--- config.mk ---
export PLATFORM = sky130hd
export DESIGN_NAME = shifter
export DESIGN_NICKNAME = d
export VERILOG_FILES = /design/src/rtl/shifter.sv
export SDC_FILE = /design/constraint.sdc
export NUM_CORES = 1
export LEC_CHECK = 0
export CAP_MARGIN = 25
export CELL_PAD_IN_SITES_DETAIL_PLACEMENT = 1
export CELL_PAD_IN_SITES_GLOBAL_PLACEMENT = 2
export CORE_MARGIN = 4
export CORE_UTILIZATION = 30
export CTS_CLUSTER_SIZE = 12
export DETAILED_ROUTE_END_ITERATION = 7
export GPL_TIMING_DRIVEN = 0
export PLACE_DENSITY = 0.88
export RECOVER_POWER = 25
export SETUP_SLACK_MARGIN = 0.4
export SKIP_CTS_REPAIR_TIMING = 1
export SLEW_MARGIN = 10
export SYNTH_ARGS = -nofsm -noshare
export SYNTH_HDL_FRONTEND = slang
export SYNTH_SLANG_ARGS = --single-unit
export TNS_END_PERCENT = 5
--- constraint.sdc ---
create_clock -name clk -period 1.4 [get_ports clk]
set_clock_uncertainty 0.15 [all_clocks]
set_input_delay 0.14 -clock clk [delete_from_list [all_inputs] [get_ports clk]]
set_output_delay 0.14 -clock clk [all_outputs]
set_load 0.02 [all_outputs]
--- src/rtl/shifter.sv ---
// shifter: registered 8-bit logical left and right barrel shifter, 3-bit amount
module shifter (
  input  logic       clk,
  input  logic       rst_n,
  input  logic [7:0] a,
  input  logic       s0,
  input  logic       s1,
  input  logic       s2,
  output logic [7:0] oL,
  output logic [7:0] oR
);
  logic [7:0] l1, l2, l3;
  logic [7:0] r1, r2, r3;
  // log shifter: stage 1 shifts by 1 (s2), stage 2 by 2 (s1), stage 3 by 4 (s0), both directions
  always_comb begin
    l1 = s2 ? {a[6:0], 1'b0} : a;
    l2 = s1 ? {l1[5:0], 2'b0} : l1;
    l3 = s0 ? {l2[3:0], 4'b0} : l2;
    r1 = s2 ? {1'b0, a[7:1]} : a;
    r2 = s1 ? {2'b0, r1[7:2]} : r1;
    r3 = s0 ? {4'b0, r2[7:4]} : r2;
  end
  // output registers; reset clears them immediately and drops any in-flight result
  always_ff @(posedge clk or negedge rst_n) begin
    if (!rst_n) begin
      oL <= 8'h00;
      oR <= 8'h00;
    end else begin
      oL <= l3;
      oR <= r3;
    end
  end
endmodule

==> impl_results.md <==
- Length of the first detailed-routing pass in iterations: 4
- Worst-path maximum fanout: 4
- Post-route minimum period: 1.181 ns
- CTS tree: yes
- Net Sw Frac: 0.2959
- Post-Syn Area: 917.1 um^2
- Final ANT Viol Nets: 0
- Crit path kind: primary input to flop
- Compound-Gate Fraction of Synth Area: 0.08458
- WL final: 2473 um
- # rows: 19
- Antenna cell count: 0
- Iter 0 DRT Violations: 28
- Final Cell Area: 1240 um^2
- Setup WS pre-CTS: -0.5284 ns
- Cells after Synth: 80
- Maximum vdd drop: 250.3 uV
- Port-buffer cells: 27
- Fin. Hold Viols: 0
- Worst hold start: a[0]
- Clock buffer depth: 2
- Die height: 63.29 um
- Slew Limit Fails: 0
- Psw: 0.3146 mW
- Number of synthesized flops with an enable pin: 0
- Clk network pwr share: 0.215
- Area after DPL: 1235 um^2
- Core footprint: 2829 um^2
- Asr flop ratio synth: 1.000
- WL/cell: 17.17 um
- Area Overhead vs Synth: 35.20%
- Post-route DRC: 0
- Vias/cell: 5.208
- Adder-Cell Fraction of Synth Area: 0
- CP Data Arrival Time: 1.18 ns
- Vias in the first global route: 804
- F_max: 846.9 MHz
- Register area: 400.4 um^2
- Initial antenna violation count: 0
- Comb pwr share: 0.306
- Syn_nets: 93
- RSZ-0062 raised after global routing: true
- Clock Pin Slew Worst Setup and Hold Paths: 0.09 ns
- Grt total ovfl: 0
- Leak pwr: 0.6304 nW
- Clk root buf: clkbuf_4
- Final period utilization: 0.8435
- Synth unique cells: 26
- DR vias: 750
- Avg Cell Area, Syn: 11.46 um^2
- Worst min-delay path category: primary input to flop
- Internal power: 0.7488 mW
- Clock sink total: 16
- Most common cell in the synthesized netlist: dfrtp_1
- Fin cells: 144
- Largest family of logic cells by synthesized area: multiplexers
- Top-area cell type share of the netlist area: 0.4366
- Post-synthesis xor/xnor area fraction: 0
- Outcome: finished clean
- Layout cells sized above 1: 0.3894
- Ranking of synthesized cells by area: dfrtp_1, mux2_2, mux4_2
- Worst-Margin Slew: 0.6936 ns
- # IOs: 29
- CTS H-tree lvls: 1
- Synth Warn #: 0
- Number of placed instances, taps included: 138
- GP Congestion: 0.8493
- Register area share after synthesis: 0.4366
- Largest net degree at the start of global routing: 17
- P per Cell Area: 857.6 nW/um^2
- Design Power: 1.063 mW
- Hold slack: 0.09121 ns
- Final-layout fill cell count: 314
- Full die area: 4006 um^2
- Critical path data required time: 1.40 ns
- Post-synthesis mux area share: 0.2865
- Final Util: 0.4383
- DP HPWL: 1884 um
- Setup crit start kind: primary input
- CTS buffer count: 3
- Max-slew headroom: 0.5361
- Setup TNS: 0 ns
- Overall Global Routing Usage: 0.1302
- Die W: 63.29 um
- Largest area contributor in the netlist: dfrtp_1
- Crit path capture type: flop
- First-pass GRT wire length: 4064 um
- Simple-gate share of the synthesized area: 0.1419
- Crit path from: s0
- Flop pwr share: 0.478
- Synthesized flop and latch total: 16
- Ys flop type: dfrtp_1
- Worst setup margin: 0.2192 ns
- Final nets: 128
- Starting Density: 0.3242
- Post-synth top cells: dfrtp_1, mux2_2, mux2i_1, nand2_1, nor2_1
- # setup viols final: 0
- Max-cap violations: 0
- Multi-input gate area: 474.2 um^2
## power groups by stage
stage	clock [mW]	sequential [mW]	combinational (mW)
2_1_floorplan	0	0.566	0.138
3_3_place_gp	0	0.515	0.345
3_5_place_dp	0	0.517	0.349
4_1_cts	0.242	0.507	0.351
5_1_grt	0.265	0.513	0.350
6_report	0.229	0.509	0.326
## path summary, 6_finish.rpt
check                         to  slack [ns]  cells past startpoint
worst max-delay path       oL[6]        0.22                      3
worst min-delay path       oL[0]        0.09                      2
max in group asynchronous  oL[5]        0.47                      1
min in group asynchronous  oL[1]        0.20                      1
## routing by layer
layer	global-route usage	vias up	routed length (um)
met5	0	-	0
met4	0.05660	0	0
met3	0.02309	0	52
met2	0.2095	17	1267
met1	0.1709	378	1152
li1	-	355	-
## sequential cells by signal, indices dropped and copies added, names as in the netlist
name	flops
oL	8
oR	8
## area by class of cell
type	instances	area share
Multi-Input combinational cell	56	0.3824
Buffer	7	0.04137
Inverter	1	0.003027
Sequential cell	16	0.3229
Timing Repair Buffer	30	0.2008
Clock buffer	3	0.01816
Tap cell	31	0.03128
## placed cells by master, fill, tap and decap left out, types with 2 or more instances in the layout
| master | n |
|---|---|
| mux4_2 | 3 |
| dlymetal6s2s_1 | 8 |
| nor4b_1 | 2 |
| buf_4 | 5 |
| mux2_2 | 9 |
| dfrtp_1 | 16 |
| clkbuf_4 | 3 |
| buf_2 | 4 |
| clkbuf_2 | 12 |
| nor3_1 | 2 |
| a2bb2oi_1 | 2 |
| buf_6 | 4 |
| nand2_1 | 6 |
| nand3b_1 | 2 |
| clkbuf_1 | 2 |
| a211oi_1 | 3 |
| o21ai_0 | 2 |
| mux2i_1 | 6 |
| nor2b_1 | 4 |
| nor2_1 | 6 |
## critical path: stages
cell and delay, ns:
clkbuf_1 0.18, mux2_2 0.41, mux4_2 0.46
## cell families (layout without fill, tap and decap cells)
kind of cell,after synthesis,after routing
simple gates,25,25
buf+inv,8,41
compound gates,11,11
flops,16,16
mux,20,20
Note: power is estimated with default switching activity, not from simulation.
